File: src/rtl/ddr2_pkg.sv
// ddr2_pkg: shared DDR2 command encodings, arbiter state type and command bus record
package ddr2_pkg;
    // Commands are {cs_n, ras_n, cas_n, we_n}
    localparam logic [3:0] CMD_NOP = 4'b0111;
    localparam logic [3:0] CMD_ACT = 4'b0011;
    localparam logic [3:0] CMD_RD  = 4'b0101;
    localparam logic [3:0] CMD_WR  = 4'b0100;
    localparam logic [3:0] CMD_PRE = 4'b0010;
    localparam logic [3:0] CMD_REF = 4'b0001;
    localparam int DDR_ADDR_BITS = 14;
    localparam int DDR_BA_BITS   = 3;
    typedef enum logic [2:0] {ARB_INIT, ARB_IDLE, ARB_REF, ARB_WR, ARB_RD} arb_state_t;
    typedef struct packed {
        logic [3:0]               cmd;
        logic [DDR_ADDR_BITS-1:0] addr;
        logic [DDR_BA_BITS-1:0]   ba;
    } ddr_bus_t;
endpackage

File: src/rtl/ddr2_cmd_arbiter_if.sv
// ddr2_cmd_arbiter_if: engine request/grant handshakes, engine buses and the PHY command bus
//   slave  : arbiter side (engine buses in, grants/status/PHY bus out)
//   master : engine/PHY side (the mirror image)
interface ddr2_cmd_arbiter_if #(
    parameter int ADDR_BITS = 14,
    parameter int BA_BITS   = 3
);
    logic                 init_end;
    logic [3:0]           init_cmd;
    logic [ADDR_BITS-1:0] init_addr;
    logic [BA_BITS-1:0]   init_ba;
    logic                 ref_grant;
    logic                 ref_done;
    logic [3:0]           ref_cmd;
    logic [ADDR_BITS-1:0] ref_addr;
    logic [BA_BITS-1:0]   ref_ba;
    logic                 wr_req;
    logic                 wr_grant;
    logic                 wr_done;
    logic [3:0]           wr_cmd;
    logic [ADDR_BITS-1:0] wr_addr;
    logic [BA_BITS-1:0]   wr_ba;
    logic                 rd_req;
    logic                 rd_grant;
    logic                 rd_done;
    logic [3:0]           rd_cmd;
    logic [ADDR_BITS-1:0] rd_addr;
    logic [BA_BITS-1:0]   rd_ba;
    logic                 ref_urgent;
    logic                 ref_ovf;
    logic [3:0]           ddr_cmd;
    logic [ADDR_BITS-1:0] ddr_addr;
    logic [BA_BITS-1:0]   ddr_ba;
    modport slave (
        input  init_end, init_cmd, init_addr, init_ba,
        input  ref_done, ref_cmd, ref_addr, ref_ba,
        input  wr_req, wr_done, wr_cmd, wr_addr, wr_ba,
        input  rd_req, rd_done, rd_cmd, rd_addr, rd_ba,
        output ref_grant, wr_grant, rd_grant, ref_urgent, ref_ovf,
        output ddr_cmd, ddr_addr, ddr_ba
    );
    modport master (
        output init_end, init_cmd, init_addr, init_ba,
        output ref_done, ref_cmd, ref_addr, ref_ba,
        output wr_req, wr_done, wr_cmd, wr_addr, wr_ba,
        output rd_req, rd_done, rd_cmd, rd_addr, rd_ba,
        input  ref_grant, wr_grant, rd_grant, ref_urgent, ref_ovf,
        input  ddr_cmd, ddr_addr, ddr_ba
    );
endinterface

File: src/rtl/ddr2_ref_timer.sv
// ddr2_ref_timer: tREFI interval counter with saturating pending-refresh count
//   ck, rst_n  : clock, async active-low reset
//   en         : timer runs (arbiter out of init)
//   dec        : one pending refresh was serviced
//   ref_pend   : refreshes owed, saturates at REF_PEND_MAX
//   ref_urgent : ref_pend at saturation
//   ref_ovf    : sticky, an interval elapsed with nowhere to record it
module ddr2_ref_timer #(
    parameter int TREFI_CYC    = 1560,
    parameter int REF_PEND_MAX = 7
) (
    input  logic                              ck,
    input  logic                              rst_n,
    input  logic                              en,
    input  logic                              dec,
    output logic [$clog2(REF_PEND_MAX+1)-1:0] ref_pend,
    output logic                              ref_urgent,
    output logic                              ref_ovf
);
    localparam int PW = $clog2(REF_PEND_MAX + 1);
    localparam int CW = $clog2(TREFI_CYC);
    logic [CW-1:0] cnt;
    logic          wrap;
    logic          sat;
    assign wrap       = en && (cnt == CW'(TREFI_CYC - 1));
    assign sat        = ref_pend == PW'(REF_PEND_MAX);
    assign ref_urgent = sat;
    // A wrap coinciding with a serviced refresh nets to zero even at saturation
    always_ff @(posedge ck or negedge rst_n) begin
        if (!rst_n) begin
            cnt      <= '0;
            ref_pend <= '0;
            ref_ovf  <= 1'b0;
        end else begin
            if (en) cnt <= wrap ? '0 : cnt + 1'b1;
            ref_pend <= ref_pend + PW'(wrap && (!sat || dec)) - PW'(dec && ref_pend != '0);
            if (wrap && sat && !dec) ref_ovf <= 1'b1;
        end
    end
endmodule

File: src/rtl/ddr2_cmd_arbiter.sv
// ddr2_cmd_arbiter: owns the DDR2 command bus, init first, then refresh > write/read round-robin
//   ck, rst_n : controller clock, async active-low reset
//   bus       : slave modport carrying init/ref/wr/rd engine buses, grants,
//               refresh status and the registered PHY command bus
module ddr2_cmd_arbiter
    import ddr2_pkg::*;
#(
    parameter int ADDR_BITS    = DDR_ADDR_BITS,
    parameter int BA_BITS      = DDR_BA_BITS,
    parameter int TREFI_CYC    = 1560,
    parameter int REF_PEND_MAX = 7
) (
    input  logic                ck,
    input  logic                rst_n,
    ddr2_cmd_arbiter_if.slave   bus
);
    arb_state_t                          state;
    logic                                last_wr;
    logic [$clog2(REF_PEND_MAX+1)-1:0]   ref_pend;
    logic [3:0]                          src_cmd;
    logic [ADDR_BITS-1:0]                src_addr;
    logic [BA_BITS-1:0]                  src_ba;
    ddr2_ref_timer #(
        .TREFI_CYC    (TREFI_CYC),
        .REF_PEND_MAX (REF_PEND_MAX)
    ) u_tmr (
        .ck         (ck),
        .rst_n      (rst_n),
        .en         (state != ARB_INIT),
        .dec        (state == ARB_REF && bus.ref_done),
        .ref_pend   (ref_pend),
        .ref_urgent (bus.ref_urgent),
        .ref_ovf    (bus.ref_ovf)
    );
    // Idle drives NOP but holds addr/ba to avoid needless pin toggling
    always_comb begin
        src_cmd  = state == ARB_INIT ? bus.init_cmd  : state == ARB_REF ? bus.ref_cmd  :
                   state == ARB_WR   ? bus.wr_cmd    : state == ARB_RD  ? bus.rd_cmd   : CMD_NOP;
        src_addr = state == ARB_INIT ? bus.init_addr : state == ARB_REF ? bus.ref_addr :
                   state == ARB_WR   ? bus.wr_addr   : state == ARB_RD  ? bus.rd_addr  : bus.ddr_addr;
        src_ba   = state == ARB_INIT ? bus.init_ba   : state == ARB_REF ? bus.ref_ba   :
                   state == ARB_WR   ? bus.wr_ba     : state == ARB_RD  ? bus.rd_ba    : bus.ddr_ba;
    end
    // Every owner returns through IDLE, which guarantees one NOP between owners
    always_ff @(posedge ck or negedge rst_n) begin
        if (!rst_n) begin
            state         <= ARB_INIT;
            last_wr       <= 1'b0;
            bus.ref_grant <= 1'b0;
            bus.wr_grant  <= 1'b0;
            bus.rd_grant  <= 1'b0;
            bus.ddr_cmd   <= CMD_NOP;
            bus.ddr_addr  <= '0;
            bus.ddr_ba    <= '0;
        end else begin
            bus.ddr_cmd  <= src_cmd;
            bus.ddr_addr <= src_addr;
            bus.ddr_ba   <= src_ba;
            case (state)
                ARB_INIT: if (bus.init_end) state <= ARB_IDLE;
                ARB_IDLE:
                    if (ref_pend != '0) begin
                        state         <= ARB_REF;
                        bus.ref_grant <= 1'b1;
                    end else if (bus.wr_req && (!bus.rd_req || !last_wr)) begin
                        state        <= ARB_WR;
                        bus.wr_grant <= 1'b1;
                    end else if (bus.rd_req) begin
                        state        <= ARB_RD;
                        bus.rd_grant <= 1'b1;
                    end
                ARB_REF:
                    if (bus.ref_done) begin
                        state         <= ARB_IDLE;
                        bus.ref_grant <= 1'b0;
                    end
                ARB_WR:
                    if (bus.wr_done) begin
                        state        <= ARB_IDLE;
                        bus.wr_grant <= 1'b0;
                        last_wr      <= 1'b1;
                    end
                ARB_RD:
                    if (bus.rd_done) begin
                        state        <= ARB_IDLE;
                        bus.rd_grant <= 1'b0;
                        last_wr      <= 1'b0;
                    end
                default: state <= ARB_INIT;
            endcase
        end
    end
endmodule

File: src/flat_wrapper.sv
// flat-port wrapper written by rule: the top's interface ports become plain ports
module ddr2_cmd_arbiter_flat import ddr2_pkg::*;
#(
    parameter int ADDR_BITS    = DDR_ADDR_BITS,
    parameter int BA_BITS      = DDR_BA_BITS,
    parameter int TREFI_CYC    = 1560,
    parameter int REF_PEND_MAX = 7
)
  (ck, rst_n, bus_init_end, bus_init_cmd, bus_init_addr, bus_init_ba, bus_ref_done, bus_ref_cmd, bus_ref_addr, bus_ref_ba, bus_wr_req, bus_wr_done, bus_wr_cmd, bus_wr_addr, bus_wr_ba, bus_rd_req, bus_rd_done, bus_rd_cmd, bus_rd_addr, bus_rd_ba, bus_ref_grant, bus_wr_grant, bus_rd_grant, bus_ref_urgent, bus_ref_ovf, bus_ddr_cmd, bus_ddr_addr, bus_ddr_ba);
  ddr2_cmd_arbiter_if #(.ADDR_BITS(ADDR_BITS), .BA_BITS(BA_BITS)) bus_i ();
  input  logic ck;
  input  logic rst_n;
  input wire logic [$bits(bus_i.init_end)-1:0] bus_init_end;
  input wire logic [$bits(bus_i.init_cmd)-1:0] bus_init_cmd;
  input wire logic [$bits(bus_i.init_addr)-1:0] bus_init_addr;
  input wire logic [$bits(bus_i.init_ba)-1:0] bus_init_ba;
  input wire logic [$bits(bus_i.ref_done)-1:0] bus_ref_done;
  input wire logic [$bits(bus_i.ref_cmd)-1:0] bus_ref_cmd;
  input wire logic [$bits(bus_i.ref_addr)-1:0] bus_ref_addr;
  input wire logic [$bits(bus_i.ref_ba)-1:0] bus_ref_ba;
  input wire logic [$bits(bus_i.wr_req)-1:0] bus_wr_req;
  input wire logic [$bits(bus_i.wr_done)-1:0] bus_wr_done;
  input wire logic [$bits(bus_i.wr_cmd)-1:0] bus_wr_cmd;
  input wire logic [$bits(bus_i.wr_addr)-1:0] bus_wr_addr;
  input wire logic [$bits(bus_i.wr_ba)-1:0] bus_wr_ba;
  input wire logic [$bits(bus_i.rd_req)-1:0] bus_rd_req;
  input wire logic [$bits(bus_i.rd_done)-1:0] bus_rd_done;
  input wire logic [$bits(bus_i.rd_cmd)-1:0] bus_rd_cmd;
  input wire logic [$bits(bus_i.rd_addr)-1:0] bus_rd_addr;
  input wire logic [$bits(bus_i.rd_ba)-1:0] bus_rd_ba;
  output wire logic [$bits(bus_i.ref_grant)-1:0] bus_ref_grant;
  output wire logic [$bits(bus_i.wr_grant)-1:0] bus_wr_grant;
  output wire logic [$bits(bus_i.rd_grant)-1:0] bus_rd_grant;
  output wire logic [$bits(bus_i.ref_urgent)-1:0] bus_ref_urgent;
  output wire logic [$bits(bus_i.ref_ovf)-1:0] bus_ref_ovf;
  output wire logic [$bits(bus_i.ddr_cmd)-1:0] bus_ddr_cmd;
  output wire logic [$bits(bus_i.ddr_addr)-1:0] bus_ddr_addr;
  output wire logic [$bits(bus_i.ddr_ba)-1:0] bus_ddr_ba;
  assign bus_i.init_end = bus_init_end;
  assign bus_i.init_cmd = bus_init_cmd;
  assign bus_i.init_addr = bus_init_addr;
  assign bus_i.init_ba = bus_init_ba;
  assign bus_i.ref_done = bus_ref_done;
  assign bus_i.ref_cmd = bus_ref_cmd;
  assign bus_i.ref_addr = bus_ref_addr;
  assign bus_i.ref_ba = bus_ref_ba;
  assign bus_i.wr_req = bus_wr_req;
  assign bus_i.wr_done = bus_wr_done;
  assign bus_i.wr_cmd = bus_wr_cmd;
  assign bus_i.wr_addr = bus_wr_addr;
  assign bus_i.wr_ba = bus_wr_ba;
  assign bus_i.rd_req = bus_rd_req;
  assign bus_i.rd_done = bus_rd_done;
  assign bus_i.rd_cmd = bus_rd_cmd;
  assign bus_i.rd_addr = bus_rd_addr;
  assign bus_i.rd_ba = bus_rd_ba;
  assign bus_ref_grant = bus_i.ref_grant;
  assign bus_wr_grant = bus_i.wr_grant;
  assign bus_rd_grant = bus_i.rd_grant;
  assign bus_ref_urgent = bus_i.ref_urgent;
  assign bus_ref_ovf = bus_i.ref_ovf;
  assign bus_ddr_cmd = bus_i.ddr_cmd;
  assign bus_ddr_addr = bus_i.ddr_addr;
  assign bus_ddr_ba = bus_i.ddr_ba;
  ddr2_cmd_arbiter #(.ADDR_BITS(ADDR_BITS), .BA_BITS(BA_BITS), .TREFI_CYC(TREFI_CYC), .REF_PEND_MAX(REF_PEND_MAX)) u_core (.ck(ck), .rst_n(rst_n), .bus(bus_i));
endmodule
File: config.mk
export PLATFORM = sky130hd
export DESIGN_NAME = ddr2_cmd_arbiter_flat
export DESIGN_NICKNAME = d
export VERILOG_FILES = /design/src/rtl/ddr2_pkg.sv /design/src/rtl/ddr2_cmd_arbiter_if.sv /design/src/rtl/ddr2_ref_timer.sv /design/src/rtl/ddr2_cmd_arbiter.sv /design/src/flat_wrapper.sv
export SDC_FILE = /design/constraint.sdc
export NUM_CORES = 1
export LEC_CHECK = 0
export ABC_AREA = 1
export BUFFER_PORTS_ARGS = -buffer_cell sky130_fd_sc_hd__buf_4
export CORE_MARGIN = 2
export CORE_UTILIZATION = 23
export CTS_BUF_LIST = sky130_fd_sc_hd__clkbuf_16
export DETAILED_ROUTE_END_ITERATION = 7
export PLACE_DENSITY = 0.45
export REMOVE_ABC_BUFFERS = 1
export SYNTH_ARGS = -nofsm -noshare
export SYNTH_HDL_FRONTEND = slang
export SYNTH_HIERARCHICAL = 1
export SYNTH_SLANG_ARGS = --single-unit
File: constraint.sdc
create_clock -name ck -period 5.6 [get_ports ck]
set_input_delay 0.28 -clock ck [delete_from_list [all_inputs] [get_ports ck]]
set_output_delay 0.28 -clock ck [all_outputs]
set_load 0.02 [all_outputs]
==> results of run 1 <==
## power by group through the flow
| stage | Sequential (uW) | Combinational [uW] | Clock, uW |
|---|---|---|---|
| floorplan | 667 | 646 | 0 |
| global placement | 575 | 1150 | 0 |
| detailed placement | 580 | 1160 | 0 |
| CTS | 577 | 1170 | 284 |
| global route | 597 | 1310 | 299 |
| finish | 575 | 1140 | 271 |
## critical path, stage by stage (launching register included)
cell and delay (ns):
dfrtp_1 0.46, inv_1 0.14, nand3_1 0.71, nor2_1 0.40, inv_1 0.10, nor2_1 0.13, ha_1 0.24, inv_1 0.06
ha_1 0.13, inv_1 0.05, fa_1 0.37, xnor2_1 0.14
## layer usage
metal | global-route usage, % | up-vias
met2 | 21.0 | 76
met5 | 0 | -
met3 | 2.71 | 4
li1 | - | 1491
met1 | 18.3 | 1247
met4 | 2.68 | 0
## placed cells by master, fill, tap and decap left out, drive strengths merged
| cell | count |
|---|---|
| nor3 | 3 |
| inv | 66 |
| o21bai | 2 |
| fa | 1 |
| or2 | 18 |
| dfstp | 3 |
| o22ai | 3 |
| nor2 | 28 |
| clkinv | 2 |
| nand4 | 3 |
| nand3 | 62 |
| xor2 | 4 |
| a21oi | 5 |
| clkbuf | 5 |
| xnor2 | 2 |
| ha | 3 |
| dfrtp | 40 |
| o21ai | 11 |
| nand2 | 140 |
| buf | 118 |
| nand3b | 1 |
| a41oi | 1 |
## flip-flops by register name, indices dropped and copies added (netlist names)
register	cells
u_core/bus.ddr_addr	14
u_core/u_tmr/cnt	11
u_core/bus.ddr_cmd	4
u_core/bus.ddr_ba	3
u_core/state	3
u_core/u_tmr/ref_pend	3
u_core/bus.rd_grant	1
u_core/bus.ref_grant	1
u_core/bus.wr_grant	1
u_core/last_wr	1
u_core/u_tmr/ref_ovf	1
## cell families (layout without fill, tap and decap cells)
family                   after synthesis  after routing  synth area share, %
adder cells (fa/ha/maj)                4              4                 2.09
AND/OR/NAND/NOR                      255            255                 40.9
buffers and inverters                 79            191                 11.5
AO/OA/AOI/OAI                         22             22                 4.45
XOR/XNOR                               6              6                 1.91
flip-flops                            43             43                 39.2
## per-stage QoR
step	hold WS (ns)	power, uW	cell area (um^2)	std cells
3_3_place_gp	0.322	1730	3750	656
4_1_cts	0.0229	2030	3880	664
5_1_grt	0.0502	2210	3880	664
3_5_place_dp	0.325	1740	3750	656
6_report	-0.0168	1990	3880	664
2_1_floorplan	-0.0156	1310	2680	395
## Yosys cell counts, types with 2 or more instances
cell type | number | share of area (%)
nand2_2 | 4 | 0.91
buf_4 | 3 | 0.82
or2_0 | 9 | 2.0
xor2_1 | 4 | 1.3
o21bai_1 | 2 | 0.54
nor3_1 | 3 | 0.54
buf_2 | 8 | 1.5
xnor2_1 | 2 | 0.64
a21oi_1 | 5 | 0.91
o21ai_0 | 10 | 1.8
nand4_1 | 3 | 0.68
nand2_1 | 136 | 19
dfrtp_1 | 40 | 36
o22ai_1 | 3 | 0.68
nand3_1 | 62 | 11
or2_2 | 9 | 2.0
ha_1 | 3 | 1.4
nor2_4 | 2 | 0.82
inv_1 | 64 | 8.7
nor2_1 | 25 | 3.4
dfstp_2 | 3 | 2.9
clkbuf_1 | 2 | 0.27
## worst paths after layout
check,cells past startpoint,slack (ns),endpoint,from
worst min-delay path,1,-0.02,u_core/bus.ddr_cmd[3],rst_n
worst min register to register,2,0.48,u_core/bus.ddr_ba[1],u_core/bus.ddr_ba[1]
max in group asynchronous,1,5.22,u_core/state[0],rst_n
worst max register to register,11,2.56,u_core/u_tmr/ref_pend[2],u_core/state[2]
min in group ck,3,0.22,u_core/bus.ddr_cmd[0],bus_init_cmd[0]
worst max-delay path,11,2.56,u_core/u_tmr/ref_pend[2],u_core/state[2]
## area by class of cell
type,instances,area share (%)
Clock buffer,5,3.22
Clock inverter,3,0.290
Inverter,65,6.28
Multi-Input combinational cell,287,35.0
Sequential cell,43,27.8
Tap cell,143,4.61
Timing Repair Buffer,118,22.8
==> metrics.txt, run 1 <==
status finished, violations left; failing checks negative hold slack; Worst VDD drop just under 0.0002 V; post-synthesis cell count 409; layout cells sized above 1 27.6%; DRT iter0 DRCs 173; Clk pin slew, worst setup/hold paths 0.06 ns; Root Driver clkbuf_16; CP Data Arrival Time 3.20 ns; row count 39; Die Footprint about 0.013 mm^2; vias 2818; Port Buffers 117; Setup Buffers After CTS 0; Layout Utilization 33.6%; routed len/inst 12.5 um; Max-Slew Margin vs Limit 33.0%; Seq cells post-synth 43; ys flop type dfrtp_1; First-pass DRT Iterations 4; GR Overflow Total 0; wire length on met3 approximately 480 um; Die Y 113 um; Power per Cell Area 512 mW/mm^2; CTS Buffer Depth 2; # IOs 118; Worst Path Required 5.76 ns; first-pass GRT wire length between 10000 and 15000 um; # hold bufs at CTS 0; final hold slack -0.0168 ns; clock skew 0.00416 ns; met2 wire len 3780 um; area delta synth->final 40.9%; Worst Setup Start Kind flop; hpwl dp 6270 um; Crit. End Element flop; FF/Latch Area approximately 0.0011 mm^2; CP max FO 25; core area approximately 0.012 mm^2; combinational power share 57.4%; asr flop ratio synth 100%; Avg Vias per Cell roughly 4.2; post-CTS sizing 0; H-tree depth 2; Die X 113 um; Final Setup Violations 0; Fin. Hold Viols 10; largest net degree at the start of global routing 44; Yosys cell types 29; Final TNS setup 0 ns; vias in the first global route 2767; Initial Util 23.8%; total clock sinks 43; max-cap violations 0; fin crit share a little over half; slew at the pin closest to its max-slew limit 1.00 ns; CTS buffer count 5; NetSw slightly above 900 uW; Pint approximately 1100 uW; DRC Markers 0; Min-Delay Path Class in -> async; RSZ-0062 raised after global routing no; Fillers about 1.3k; Total GRT Usage 13.1%; Ys Warns 6; DRT antenna net count 0; part of the power in registers 28.9%; initial antenna violation count 0; Pleak about 0.0022 uW; EDFF count, synth 0; Nets slightly above 600; clock power share 13.6%; GP Congestion ~0.76; TritonCTS clock tree yes; Worst-Skew Late Latency 0.28 ns; Net Sw Frac 46.8%; fmax 0.329 GHz; final WL 8290 um; Top Metal Used met4; multi-input logic area 0.00136 mm^2; Final WS setup 2.56 ns; Crit Path Category reg -> reg; Metal-1 WL 3990 um; crit path time final 3.04 ns; Diodes inserted 0; Max Slew Vio Count 0; synthesized area 0.00276 mm^2; post-synthesis sequential area ratio between 30% and 40%; dpl ws around 2.5 ns; Mean Syn Cell Area 6.74 um^2
Power figures use the tool's default switching activity.
==> inputs of run 2 (changes only) <==
Settings changed: ABC_AREA 1 to 0, PLACE_DENSITY 0.45 to 0.46.
Clock period 5.6 ns to 2.6 ns, I/O delays scaled along.
==> run 2 against run 1 <==
Net effect: the run now ends clean; hold slack gained 0.14 ns; non-clock buffer count is 12 higher; clock power increased by 130%; synthesized cell count decreased by 28%; flip-flop and latch count unchanged; critical path type unchanged; highest routed layer unchanged.
==> metrics.txt, run 2 <==
CTS Buffer Depth 2; Worst VDD drop 0.000277 V; DRC Markers 0; DRT iter0 DRCs 85; Final WS setup 0.0291 ns; critical path's slowest cell or4b_4; Commonest cells post-synth dfrtp_1 (40), a21oi_1 (19), and2_1 (16), and3_1 (16); Max-Slew Margin vs Limit a little under three fifths; Crit path largest cell delay 0.54 ns; Seq cells post-synth 43; routed len/inst 13.6 um; Total GRT Usage 12.0%; R2R cell count 10; fraction of the mapped netlist area in compound gates around a fifth; top-count cell post-synth dfrtp_1; post-synthesis sequential area ratio 37.3%; Regs by FF count u_core/bus.ddr_addr (14), u_core/u_tmr/cnt (11), u_core/bus.ddr_cmd (4); final WL 7880 um; Worst Setup EP u_core/u_tmr/ref_pend[2]; Post-Synth Simple-Gate Area 20.0%; row count 41; CP startpoint u_core/u_tmr/cnt[6]; Post-Synth Adder-Cell Area 1.99%; Die Footprint 0.0135 mm^2; Top cell by count, worst path inv_2; synthesized area 0.00290 mm^2; EDFF count, synth 0; Pint 2330 uW; Worst Path Required 2.77 ns; part of the power in registers around 29%; Hold Crit Start bus_rd_done; Final Setup Violations 0; CP Data Arrival Time 2.74 ns; status completed; initial antenna violation count 0; vias in the first global route roughly 2.6k; max-cap violations 0; total clock sinks 43; Port Buffers 117; Yosys cell types 58; Crit Path Category reg -> reg; fin crit share 98.9%; Fillers ~1.3k; largest family of logic cells by synthesized area simple AND/OR/NAND/NOR gates; GR Overflow Total 0; Largest register FFs 14; layout cells sized above 1 between 40% and 50%; Power per Cell Area 984 mW/mm^2; First-pass DRT Iterations 4; core area 0.0125 mm^2; Diodes inserted 0; top-area cell type share of the netlist area roughly a third; GP Congestion ~0.73; Initial Util 23.2%; sum of buffers and inverters on the critical path 2; Mean Syn Cell Area 9.86 um^2; Nets 504; Max Slew Vio Count 0; Reg-to-Reg Start u_core/u_tmr/cnt[6]; ys flop type dfrtp_1; first-pass GRT wire length 12900 um; hpwl dp 5540 um; Synth area leaders dfrtp_1 (35%), mux2_2 (5.8%), mux2i_1 (4.1%), a221oi_2 (4.1%), nor3b_1 (3.9%); Final Cell Area slightly above 0.004 mm^2; Net Sw Frac 42.2%; Die X 116 um; TritonCTS clock tree yes; Root Driver clkbuf_16; H-tree depth 2; Min-Delay Path Class in -> reg; post-synthesis cell count 294; Ys Warns 6; most flop-heavy register u_core/bus.ddr_addr; Final Non-Filler Cells roughly 580; CP cell instances or4b_4 > and4bb_2 > o21ai_1 > ha_1 > inv_2 > ha_4 > inv_2 > fa_2 > xnor2_2 > xnor2_1; commonest non-fill, non-tap cells in the layout buf_4 (129), dfrtp_1 (37), a21oi_1 (19); FF-to-FF setup slack 0.03 ns; clock skew 0.00808 ns; CP max FO 2; Worst Setup Start Kind flop; combinational power share 56.2%; most common cell after layout, fill and taps aside buf_4; vias 2626; NetSw 1700 uW; CTS buffer count 5; slew at the pin closest to its max-slew limit around 0.66 ns; Clk pin slew, worst setup/hold paths 0.07 ns; Placed Instances approximately 570; Cell Area, Placed 0.00391 mm^2; Critical Path Stages 10; Layout Utilization 32.8%; multiplexer share of the synthesized area roughly 11%; dpl ws -0.000392 ns; largest net degree at the start of global routing 65; Die Y between 100 and 150 um; final hold slack 0.122 ns; RR Endpoint u_core/u_tmr/ref_pend[2]; Avg Vias per Cell roughly 4.5; clock power share 15.2%; fmax 0.389 GHz; # IOs 118; Pleak 0.00187 uW; Worst-Skew Late Latency roughly 0.28 ns; RSZ-0062 raised after global routing yes; dominant cell type by area after synthesis dfrtp_1; Crit. End Element flop; Setup Buffers After CTS 0; asr flop ratio synth between 90% and 100%; crit path time final 2.57 ns; DRT antenna net count 0; area delta synth->final 41.1%; Fin. Hold Viols 0; Synth Area in XOR/XNOR 3.02%; cell family with most CP delay simple AND/OR/NAND/NOR gates
==> run 2: cell types whose count changed after synthesis, moves of 16 or more <==
cell and delta:
inv_1 -54, and2_1 +16, nand2_1 -123, and3_1 +16
nand3_1 -57
==> run 2: repair_timing <==
item,in CTS,in global routing
hold buffers,1,0
setup endpoints to repair,1,1
endpoints found under the hold margin,40,0
pin swaps,1,6
resized for setup,0,8
==> run 2: through the flow <==
| step | total power, uW | setup TNS (ns) |
|---|---|---|
| after global placement | 3440 | 0 |
| after global routing | 4370 | -0.0771 |
| after floorplan | 2580 | -1.78 |
| after CTS | 4120 | 0 |
| after detailed placement | 3480 | -0.000392 |
| final | 4020 | 0 |
==> run 2: worst register-to-register path: stages, from the launching register on <==
cell,delay (ns)
dfrtp_1,0.38
or4b_4,0.54
and4bb_2,0.32
o21ai_1,0.07
ha_1,0.31
inv_2,0.07
ha_4,0.12
inv_2,0.03
fa_2,0.36
xnor2_2,0.15
xnor2_1,0.12
==> run 2: power by group through the flow <==
stage / clock, uW / combinational (uW) / sequential [uW]
floorplan: 0 / 1030 / 1560
global placement: 0 / 2300 / 1150
detailed placement: 0 / 2320 / 1160
CTS: 643 / 2320 / 1150
global route: 663 / 2510 / 1190
finish: 613 / 2260 / 1150
==> run 2: worst min-delay path by stage <==
stage | end | cells past startpoint | slack, ns
floorplan | u_core/bus.ddr_addr[0] | 0 | -0.17
global placement | u_core/bus.wr_grant | 1 | 0.18
detailed placement | u_core/bus.wr_grant | 1 | 0.17
CTS | u_core/state[0] | 3 | 0.12
global route | u_core/state[0] | 3 | 0.14
finish | u_core/state[0] | 3 | 0.12
==> run 2: metal layers <==
metal  vias up  part of all wire, %  track usage, %  routed length [um]
met4         0                 0.38            1.90                  30
met2        69                   47            20.6                3680
met1      1250                   47            15.6                3730
li1       1305                    -               -                   -
met3         2                  5.5            2.85                 437
met5         -                    0               0                   0
==> run 2: layout make-up <==
| cell class | count | area [um^2] | share of cell area (%) |
|---|---|---|---|
| clock buffer | 5 | 125 | 3.06 |
| timing repair buffer | 130 | 978 | 23.9 |
| clock inverter | 3 | 15.0 | 0.367 |
| inverter | 11 | 41.3 | 1.01 |
| tap | 172 | 215 | 5.26 |
| multi-input combinational | 217 | 1630 | 39.9 |
| sequential | 43 | 1080 | 26.5 |
==> run 2: logic make-up (layout without fill, tap and decap cells) <==
| kind of cell | after synthesis | in the layout |
|---|---|---|
| and+or+nand+nor | 96 | 96 |
| AOI/OAI and AO/OA | 78 | 78 |
| DFF | 43 | 43 |
| buffers and inverters | 34 | 149 |
| muxes | 29 | 29 |
| xor gates and xnor gates | 10 | 10 |
| adders and majority gates | 4 | 4 |
==> inputs of run 3 (changes only) <==
Settings changed: CORE_MARGIN 2 to default, PLACE_DENSITY 0.46 to 0.5.
==> run 3 against run 2 <==
Net effect: die area decreased by 3.4%; utilization is 0.66 points higher; flip-flop and latch count unchanged; sequential share of layout area is 0.13 points higher; combinational power barely moved; final area decreased by 0.49%; clock skew is 0.00062 ns lower; non-clock buffer count down 1; largest power group unchanged; highest routed layer unchanged.
==> metrics.txt, run 3 (same netlist as run 2, synthesis figures left out) <==
Worst Path Required 2.77 ns; Regs by FF count u_core/bus.ddr_addr (14), u_core/u_tmr/cnt (11), u_core/bus.ddr_cmd (4); DRC Markers 0; DRT antenna net count 0; Initial Util roughly a quarter; Diodes inserted 0; dpl ws -0.0508 ns; Reg-to-Reg Start u_core/u_tmr/cnt[5]; GR Overflow Total 0; Placed Instances roughly 570; Die Y approximately 110 um; Pleak 0.00187 uW; layout cells sized above 1 43.6%; Critical Path Stages 10; H-tree depth 2; Die Footprint 0.0131 mm^2; Crit. End Element flop; R2R cell count 10; Avg Vias per Cell 4.51; CP startpoint u_core/u_tmr/cnt[5]; clock skew about 0.0075 ns; routed len/inst 13.9 um; Min-Delay Path Class in -> reg; vias 2599; CTS buffer count 5; CP Data Arrival Time around 2.8 ns; Worst-Skew Late Latency 0.29 ns; GP Congestion 0.732; cell family with most CP delay simple AND/OR/NAND/NOR gates; CP max FO 2; Max Slew Vio Count 0; final hold slack between 0.1 and 0.15 ns; final WL 7990 um; crit path time final 2.58 ns; Fillers around 1.3k; first-pass GRT wire length 13500 um; Max-Slew Margin vs Limit 55.3%; sum of buffers and inverters on the critical path 2; fmax 0.388 GHz; RR Endpoint u_core/u_tmr/ref_pend[2]; Power per Cell Area 991 mW/mm^2; Nets 503; Fin. Hold Viols 0; critical path's slowest cell or4b_4; TritonCTS clock tree yes; largest net degree at the start of global routing 57; FF-to-FF setup slack 0.02 ns; area delta synth->final 40.4%; fin crit share between 90% and 100%; Final Setup Violations 0; Layout Utilization roughly 33%; most flop-heavy register u_core/bus.ddr_addr; Total GRT Usage 13.0%; total clock sinks between 40 and 50; Root Driver clkbuf_16; most common cell after layout, fill and taps aside buf_4; Die X ~110 um; initial antenna violation count 0; RSZ-0062 raised after global routing yes; Crit path largest cell delay 0.54 ns; DRT iter0 DRCs 73; # IOs 118; CP cell instances or4b_4 > and4bb_2 > o21ai_2 > ha_1 > inv_1 > ha_1 > inv_1 > fa_2 > xnor2_2 > xnor2_1; hpwl dp 5670 um; commonest non-fill, non-tap cells in the layout buf_4 (128), dfrtp_1 (37), a21oi_1 (19); Worst Setup Start Kind flop; status completed; Worst VDD drop 0.000452 V; Largest register FFs 14; core area between 0.01 and 0.015 mm^2; Crit Path Category reg -> reg; First-pass DRT Iterations 4; slew at the pin closest to its max-slew limit 0.669 ns; max-cap violations 0; Worst Setup EP u_core/u_tmr/ref_pend[2]; vias in the first global route 2672; Final Non-Filler Cells 576; Port Buffers 117; Clk pin slew, worst setup/hold paths 0.07 ns; CTS Buffer Depth 2; row count 40; Final WS setup approximately 0.022 ns
## run 3: tightest hold or removal path: stages
cell      delay (ns)
buf_4           0.09
nand3_1         0.08
o211ai_2        0.07
## run 3: worst min-delay path by stage
| stage | startpoint | endpoint | slack [ns] | depth (start not counted) |
|---|---|---|---|---|
| 6_report | bus_rd_done | u_core/state[0] | 0.11 | 3 |
| 5_1_grt | bus_rd_done | u_core/state[0] | 0.16 | 3 |
| 4_1_cts | bus_rd_done | u_core/state[0] | 0.11 | 3 |
| 3_5_place_dp | rst_n | u_core/bus.ddr_addr[13] | 0.20 | 1 |
| 2_1_floorplan | rst_n | u_core/bus.ddr_addr[0] | -0.17 | 0 |
| 3_3_place_gp | rst_n | u_core/bus.wr_grant | 0.19 | 1 |
## run 3: area by class of cell
class / count / area, um^2 / share of cell area [%]
timing repair buffer: 129 / 971 / 23.9
sequential: 43 / 1080 / 26.6
clock inverter: 3 / 16.3 / 0.400
multi-input combinational: 217 / 1620 / 39.8
tap: 168 / 210 / 5.17
inverter: 11 / 41.3 / 1.02
clock buffer: 5 / 125 / 3.08
## run 3: repair_timing
item / CTS / global route
hold buffers: 1 / 0
setup buffers: 0 / 0
pin swaps: 1 / 1
gates resized for setup: 2 / 3
endpoints found under the setup margin: 1 / 2
hold endpoints to repair: 40 / 0
## run 3: layer usage
layer	part of all wire (%)	vias up	track usage (%)
li1	-	1299	-
met1	47	1225	17.2
met2	47	70	21.7
met3	5.3	5	2.96
met4	0.68	0	2.86
met5	0	-	0
## run 3: report_power, final
part / internal, uW / switching, uW / leakage (uW) / total [uW]
registers: 949 / 200 / 0.000528 / 1150
logic: 1010 / 1240 / 0.00127 / 2250
clock network: 351 / 276 / 0.0000710 / 627
## run 3: per-stage QoR
step                total power, uW  TNS [ns]  area, um^2
floorplan                      2580     -1.78        2720
global placement               3430         0        3900
detailed placement             3450   -0.0508        3900
CTS                            4100         0        4060
global route                   4350   -0.0744        4070
finish                         4030         0        4070
